===== src/rtl/lvds_video_rx.sv =====
// Receive side of the 18-bit LVDS video link: deserialises three data lanes plus
// the clock lane at 7x rate, qualifies word alignment and unpacks RGB666 + syncs.
module lvds_video_rx #(
    parameter int unsigned LOCK_WORDS  = 4,
    parameter int unsigned LOSS_WORDS  = 2,
    parameter logic [6:0]  CLK_PATTERN = 7'b1100011
) (
    input  logic       clk,
    input  logic       rst,
    input  logic       ch1_in,
    input  logic       ch2_in,
    input  logic       ch3_in,
    input  logic       clk_in,
    output logic [5:0] red,
    output logic [5:0] green,
    output logic [5:0] blue,
    output logic       hsync,
    output logic       vsync,
    output logic       de,
    output logic       pix_valid,
    output logic       locked,
    output logic [7:0] err_cnt
);

    localparam int unsigned WORD_W  = 7;
    localparam int unsigned PH_W    = 3;
    localparam int unsigned MATCH_W = $clog2(LOCK_WORDS + 1);
    localparam int unsigned MISS_W  = $clog2(LOSS_WORDS + 1);
    localparam int unsigned ERR_W   = 8;

    typedef enum logic [1:0] {
        ST_SEARCH,
        ST_CONFIRM,
        ST_LOCKED
    } state_e;

    typedef struct packed {
        logic [5:0] red;
        logic [5:0] green;
        logic [5:0] blue;
        logic       hsync;
        logic       vsync;
        logic       de;
    } pixel_t;

    logic [WORD_W-1:0]  ch1_q, ch1_d;
    logic [WORD_W-1:0]  ch2_q, ch2_d;
    logic [WORD_W-1:0]  ch3_q, ch3_d;
    logic [WORD_W-1:0]  clk_sr_q, clk_sr_d;
    state_e             state_q, state_d;
    logic [PH_W-1:0]    phase_q, phase_d;
    logic [MATCH_W-1:0] match_cnt_q, match_cnt_d;
    logic [MISS_W-1:0]  miss_cnt_q, miss_cnt_d;
    logic [ERR_W-1:0]   err_cnt_q, err_cnt_d;
    pixel_t             pix_q, pix_d;
    logic               pix_valid_q, pix_valid_d;
    logic               locked_q, locked_d;

    logic               clk_match_c;
    logic               word_edge_c;
    pixel_t             unpacked_c;

    // Lane shifters: first transmitted bit ends up in bit 6.
    always_comb begin
        ch1_d    = {ch1_q[WORD_W-2:0], ch1_in};
        ch2_d    = {ch2_q[WORD_W-2:0], ch2_in};
        ch3_d    = {ch3_q[WORD_W-2:0], ch3_in};
        clk_sr_d = {clk_sr_q[WORD_W-2:0], clk_in};
    end

    assign clk_match_c = (clk_sr_q == CLK_PATTERN);
    assign word_edge_c = (phase_q == '0);

    // Lane bit order is LSB-of-colour first, so each colour comes out bit-reversed.
    always_comb begin
        unpacked_c.red   = {ch1_q[1], ch1_q[2], ch1_q[3], ch1_q[4], ch1_q[5], ch1_q[6]};
        unpacked_c.green = {ch2_q[2], ch2_q[3], ch2_q[4], ch2_q[5], ch2_q[6], ch1_q[0]};
        unpacked_c.blue  = {ch3_q[3], ch3_q[4], ch3_q[5], ch3_q[6], ch2_q[0], ch2_q[1]};
        unpacked_c.hsync = ch3_q[2];
        unpacked_c.vsync = ch3_q[1];
        unpacked_c.de    = ch3_q[0];
    end

    // Alignment FSM, word counters and output latching.
    always_comb begin
        state_d     = state_q;
        phase_d     = (phase_q == PH_W'(WORD_W - 1)) ? '0 : phase_q + PH_W'(1);
        match_cnt_d = match_cnt_q;
        miss_cnt_d  = miss_cnt_q;
        err_cnt_d   = err_cnt_q;
        pix_d       = pix_q;
        pix_valid_d = 1'b0;

        case (state_q)
            ST_SEARCH: begin
                if (clk_match_c) begin
                    phase_d     = PH_W'(1);
                    match_cnt_d = MATCH_W'(1);
                    miss_cnt_d  = '0;
                    state_d     = (LOCK_WORDS <= 1) ? ST_LOCKED : ST_CONFIRM;
                end
            end
            ST_CONFIRM: begin
                if (word_edge_c) begin
                    if (clk_match_c) begin
                        match_cnt_d = match_cnt_q + MATCH_W'(1);
                        if (match_cnt_q == MATCH_W'(LOCK_WORDS - 1)) begin
                            state_d = ST_LOCKED;
                        end
                    end else begin
                        match_cnt_d = '0;
                        state_d     = ST_SEARCH;
                    end
                end
            end
            ST_LOCKED: begin
                if (word_edge_c) begin
                    if (clk_match_c) begin
                        pix_d       = unpacked_c;
                        pix_valid_d = 1'b1;
                        miss_cnt_d  = '0;
                    end else begin
                        miss_cnt_d = miss_cnt_q + MISS_W'(1);
                        if (err_cnt_q != '1) begin
                            err_cnt_d = err_cnt_q + ERR_W'(1);
                        end
                        if (miss_cnt_q == MISS_W'(LOSS_WORDS - 1)) begin
                            state_d     = ST_SEARCH;
                            match_cnt_d = '0;
                            miss_cnt_d  = '0;
                        end
                    end
                end
            end
            default: begin
                state_d = ST_SEARCH;
            end
        endcase

        locked_d = (state_d == ST_LOCKED);
    end

    always_ff @(posedge clk or negedge rst) begin
        if (!rst) begin
            ch1_q       <= '0;
            ch2_q       <= '0;
            ch3_q       <= '0;
            clk_sr_q    <= '0;
            state_q     <= ST_SEARCH;
            phase_q     <= '0;
            match_cnt_q <= '0;
            miss_cnt_q  <= '0;
            err_cnt_q   <= '0;
            pix_q       <= '0;
            pix_valid_q <= 1'b0;
            locked_q    <= 1'b0;
        end else begin
            ch1_q       <= ch1_d;
            ch2_q       <= ch2_d;
            ch3_q       <= ch3_d;
            clk_sr_q    <= clk_sr_d;
            state_q     <= state_d;
            phase_q     <= phase_d;
            match_cnt_q <= match_cnt_d;
            miss_cnt_q  <= miss_cnt_d;
            err_cnt_q   <= err_cnt_d;
            pix_q       <= pix_d;
            pix_valid_q <= pix_valid_d;
            locked_q    <= locked_d;
        end
    end

    assign red       = pix_q.red;
    assign green     = pix_q.green;
    assign blue      = pix_q.blue;
    assign hsync     = pix_q.hsync;
    assign vsync     = pix_q.vsync;
    assign de        = pix_q.de;
    assign pix_valid = pix_valid_q;
    assign locked    = locked_q;
    assign err_cnt   = err_cnt_q;

endmodule


===== config.mk =====
export PLATFORM = sky130hd
export DESIGN_NAME = lvds_video_rx
export DESIGN_NICKNAME = d
export VERILOG_FILES = /design/src/rtl/lvds_video_rx.sv
export SDC_FILE = /design/constraint.sdc
export NUM_CORES = 1
export LEC_CHECK = 0
export ABC_AREA = 1
export ABC_CLOCK_PERIOD_IN_PS = 1650
export CAP_MARGIN = 0
export CELL_PAD_IN_SITES_DETAIL_PLACEMENT = 2
export CELL_PAD_IN_SITES_GLOBAL_PLACEMENT = 2
export CORE_ASPECT_RATIO = 1.25
export CORE_MARGIN = 3
export CORE_UTILIZATION = 34
export CTS_CLUSTER_SIZE = 12
export DETAILED_ROUTE_END_ITERATION = 12
export PLACE_DENSITY = 0.85
export SLEW_MARGIN = 20
export SYNTH_ARGS = -nofsm -noshare
export SYNTH_HDL_FRONTEND = slang
export SYNTH_SLANG_ARGS = --single-unit

===== constraint.sdc =====
create_clock -name clk -period 1.65 [get_ports clk]
set_input_delay 0.33 -clock clk [delete_from_list [all_inputs] [get_ports clk]]
set_output_delay 0.33 -clock clk [all_outputs]
set_load 0.02 [all_outputs]

# After elaboration in Yosys (flattened, before gate mapping)

Index checks and enable logic that the tools add are counted.

Register bits: 69
Bits of input ports: 6
Output and inout port bits: 31
Logic and storage cells: 69

Add/subtract/negate cells: 4
Eq/ne operators: 13
Muxes and demuxes: 26
Bitwise logic cells: 1
Reduce and logical (&&, ||, !) cells: 8

Operators with widths:

| operator                                                               | count |
|---|---|
| 3-bit 2-to-1 mux                                                       | 9 |
| 2-bit 2-to-1 mux                                                       | 11 |
| 2-bit inequality test (second input constant)                          | 5 |
| 3-bit case mux with 3 select lines                                     | 1 |
| 8-bit by 1-bit adder with 8-bit output (second input constant)         | 1 |
| 8-bit inequality test (second input constant)                          | 1 |
| 7-bit equality test (second input constant)                            | 1 |
| 3-bit by 1-bit adder with 3-bit output (second input constant)         | 2 |
| 2-bit case mux with 3 select lines                                     | 1 |
| 3-bit AND reduction                                                    | 2 |
| 6-bit AND reduction                                                    | 1 |
| 2-bit by 1-bit equality test with 1-bit output (second input constant) | 2 |
| 2-bit equality test (second input constant)                            | 2 |
| 2-bit case mux with 2 select lines                                     | 1 |
| 4-bit AND reduction                                                    | 1 |
| 3-bit by 2-bit equality test with 1-bit output (second input constant) | 1 |
| 3-bit equality test (second input constant)                            | 1 |
| 3-bit logical NOT                                                      | 1 |
| 1-bit 2-to-1 mux                                                       | 3 |
| 3-bit nonzero test                                                     | 1 |
| 2-bit by 1-bit adder with 2-bit output (second input constant)         | 1 |
| 2-bit logical NOT                                                      | 1 |
| 2-bit nonzero test                                                     | 1 |
| 1-bit inverter                                                         | 1 |

# Longest topological paths before layout

Depth after elaboration: 6
Mapped depth: 10
Gate-level depth less buffers: 10

# Worst setup path after synthesis

Ideal clock, no wire load.

Path type: register -> register
From: register err_cnt_q[0], in the netlist err_cnt[0]
To: register err_cnt_q[6], in the netlist err_cnt[6]
Library setup time: 74 ps
Arrival: 1396 ps
Slack: 180 ps
Cell stages (with the launch flop): 9
Buffers on the path: 1
Period minus slack after synthesis: 1470 ps
Cells stage by stage: dfrtp_1 > ha_1 > nand3_2 > nor2_4 > nand3_2 > nand4_4 > buf_8 > nand2_1 > o21ai_2

Word-level cells in the longest chain between the ends: 2
Elaborated cells between the ends (all ways): 3
Classes of those cells: 1 x add/sub; 1 x eq/ne; 1 x reduce/logical

Ends and longest elaborated chain:

| what                                                                           | line | text |
|---|---|---|
| start, declared                                                                | 54   | `logic [ERR_W-1:0] err_cnt_q, err_cnt_d;` |
| start signal, assigned                                                         | 166  | `err_cnt_q <= err_cnt_d;` |
| branches (longest 2 deep; another with 8-bit by 1-bit adder with 8-bit output) | --   |  |

Several ways; the timed one is not identified.
A chain may end at the register's enable or synchronous reset.

# Worst setup path in the final report

From: register state_q[0]
To: register match_cnt_q[1]

Word-level cells in the longest chain between the ends: 3
Elaborated cells between the ends (all ways): 11
Classes of those cells: 7 x eq/ne; 1 x mux; 3 x reduce/logical

Ends and longest elaborated chain:

| what                                                                         | line | text |
|---|---|---|
| start, declared                                                              | 50   | `state_e state_q, state_d;` |
| start signal, assigned                                                       | 162  | `state_q <= state_d;` |
| 2-bit equality test, or another cell as far along                            | 94   | `case (state_q)` |
| 2-bit inequality test (no source line) or 3-bit nonzero test (tied branches) | --   |  |
| 6-bit AND reduction (no source line)                                         | --   |  |
| end signal, assigned                                                         | 164  | `match_cnt_q <= match_cnt_d;` |
| end, declared                                                                | 52   | `logic [MATCH_W-1:0] match_cnt_q, match_cnt_d;` |

Several ways; a longest one is shown, not always the timed one.

==> impl_metrics.py <==
metrics = {
    "power": {
        "switchingPower_w": 0.00103,
        "leakagePower_nw": 1.87,
        "sequentialPowerShare_pct": 47.2,
        "vdd_drop_max_mv": 0.506,
        "p_per_area_nw_per_um2": 1140,
        "comb_power_share_pct": 11.2,
        "p_clk_share_pct": 41.6,
        "intPower_w": 0.00294,
        "swShare_pct": 25.9,
    },
    "logic_synthesis": {
        "synth_area_um2": 2710,
        "avgSynthCellArea_um2": 10.4,
        "synth-seq-area-share_pct": 63.7,
        "yosysWarnings": 0,
        "yosys_register_bits": 69,
        "synth_cells": 260,
        "synth_fp_nets": 273,
        "synth.distinct_cells": 30,
    },
    "timing": {
        "fmax_ghz": 0.614,
        "rsz0062_at_grt": "true",
        "fin_tns_setup_ns": 0,
        "slew_headroom_pct": 74.1,
        "period_share_pct": 98.7,
        "hold_viol_final": 12,
        "worst_pin_slew_ns": 0.388,
        "setup_viol": 0,
        "fin_skew_ns": 0.0105,
        "holdWs_ns": -0.0304,
        "period_needed_ns": 1.63,
        "slew_violations": 0,
    },
    "clock_network": {
        "cts_hold_buf": 0,
        "cts_max_path_buffers": 2,
        "cts.sinks": 69,
        "htreeDepth": 3,
        "cts_tree": "yes",
        "clk-insertion-delay-late_ns": 0.35,
        "numCtsBuffers": 9,
        "clkTransAtPathRegs_ns": 0.07,
        "cts_root_buf": "clkbuf_8",
    },
    "outcome": {
        "violations": "negative hold slack",
        "status": "complete, but fails checks",
    },
    "route": {
        "wl_um": 6790,
        "vias": 1972,
        "post_drt_wl_per_cell_um": 16.8,
        "first_pass_iters": 4,
        "ant_nets": 0,
        "first_iter_violations": 83,
        "drc": 0,
        "vias_per_cell": 4.87,
    },
    "floorplan": {
        "dieArea_um2": 9090,
        "die_height_um": 106,
        "io_pins": 37,
        "die_x_um": 85.9,
        "row_count": 35,
        "initial_core_util_pct": 35.8,
        "core_area_um2": 7580,
    },
    "worst_setup_path": {
        "required_ns": 1.86,
        "path_buf_inv": 1,
        "cp_slowest_cell": "dfrtp_1",
        "max_stage_delay_ns": 0.38,
        "path_cells": "inv_1, ha_2, or2_1, nand2_1, nand4_4, nand2_2, o21ai_1",
        "end_kind": "flop",
        "critPathArrivalTime_ns": 1.84,
        "path_max_fanout": 6,
        "cp_top_family": "simple AND/OR/NAND/NOR gates",
        "cp-start-kind": "flop",
        "crit_type": "flop to flop",
    },
    "layout": {
        "final_cell_mix": "nand2_1, dfrtp_1, dlygate4sd2_1",
        "drive_gt1_share_pct": 17.3,
        "final_common_cell": "nand2_1",
        "fillers": 821,
        "antennaDiodeCount": 0,
        "area_delta_synth_final_pct": 28.4,
        "utilization_pct": 46.0,
        "nets": 322,
    },
    "global_route": {
        "antenna_found_initial": 0,
        "grt_start_max_net_pins": 70,
        "grt_pass1_wl_um": 11300,
        "grt_pass1_vias": 2230,
        "track_usage_pct": 16.2,
        "gr-total-overflow": 0,
    },
    "job": {
        "cap_violations": 0,
    },
    "placed_design": {
        "place_congestion": 0.764,
        "post-dp-hpwl_um": 4230,
        "io_buffers": 36,
    },
    "min_path": {
        "hp-class": "primary input to asynchronous set/reset pin",
    },
}
## Yosys cell counts
master    instances  area share, %
o21ai_1           4           0.74
or2_1             1           0.23
inv_2             3           0.42
nor2_2            3           0.69
nand2_1          96             13
nand3b_1          1           0.28
a21oi_1           4           0.74
nand4_2           1           0.46
o21ai_0           5           0.92
inv_1            19            2.6
nand3_2           2           0.74
nand4_1           1           0.23
nor2_1           11            1.5
nor2_4            1           0.42
nor3b_1           1           0.28
xnor2_1           6            1.9
ha_1              7            3.2
nor3_1            1           0.18
buf_2             2           0.37
nand4_4           1           0.78
o21ai_2           6            1.9
buf_6             2           0.83
nand2_2           2           0.46
clkinv_2          1           0.18
dfrtp_1          69             64
nand3_1           5           0.92
o21a_1            1           0.28
nor3_2            2           0.74
xor2_1            1           0.32
buf_8             1           0.55
## sequential cells by signal, summed over array words and instances (netlist names)
signal,flops
miss_cnt_q,2
red,6
ch3_q,7
err_cnt,8
hsync,1
vsync,1
locked,1
state_q,2
clk_sr_q,7
de,1
match_cnt_q,3
ch2_q,7
phase_q,3
blue,6
pix_valid,1
green,6
ch1_q,7
## power by group through the flow
stage	logic (W)	clock network, W	registers (W)
floorplan	0.000259	0	0.00188
global placement	0.000373	0	0.00190
detailed placement	0.000393	0	0.00191
CTS	0.000411	0.00169	0.00188
global route	0.000511	0.00176	0.00189
finish	0.000447	0.00165	0.00187
## cells by family after synthesis
group | synth area share (%)
flip-flops | 63.7
AND/OR/NAND/NOR | 21.2
XOR/XNOR | 2.26
adder cells (fa/ha/maj) | 3.23
AO/OA/AOI/OAI | 4.61
buffers and inverters | 4.98
## through the flow
step	power, W	area (um2)	instances	setup slack (ns)
after CTS	0.00398	3400	403	0.0000704
after floorplan	0.00214	2710	260	0.180
after global routing	0.00416	3480	405	-0.0655
after global placement	0.00227	3180	388	0.148
after detailed placement	0.00230	3180	388	0.0263
final	0.00397	3480	405	0.0216
## per-layer routing
layer  GRT usage (%)  wire length (um)  vias up
met4            8.14               216        0
met2            28.1              3680       36
met1            19.4              2690     1017
li1                -                 -      903
met5               0                 0        -
met3            2.11               209       16
## path summary, 6_finish.rpt
kind | endpoint | slack, ns | depth (start not counted) | from
setup / recovery | match_cnt_q[1] | 0.02 | 7 | state_q[0]
hold / removal | phase_q[0] | -0.03 | 2 | rst
setup reg to reg | match_cnt_q[1] | 0.02 | 7 | state_q[0]
hold reg to reg | ch2_q[6] | 0.38 | 0 | ch2_q[5]
max in group asynchronous | clk_sr_q[6] | 1.35 | 2 | rst
min in group clk | ch2_q[6] | 0.38 | 0 | ch2_q[5]
## cell type report
class                           count  area [um2]  area share, %
Multi-Input combinational cell    163         895           25.7
Timing Repair Buffer               43         418           12.0
Inverter                           23        91.3           2.62
Clock buffer                        9         124           3.56
Clock inverter                      6         113           3.23
Tap cell                           92         115           3.31
Sequential cell                    69        1730           49.6
## what timing repair did
item,4_1_cts,5_1_grt
setup endpoints to repair,32,23
pin swaps,1,3
buffers inserted,0,2
resized for setup,27,16
No activity file was read; power rests on OpenSTA's default activity.
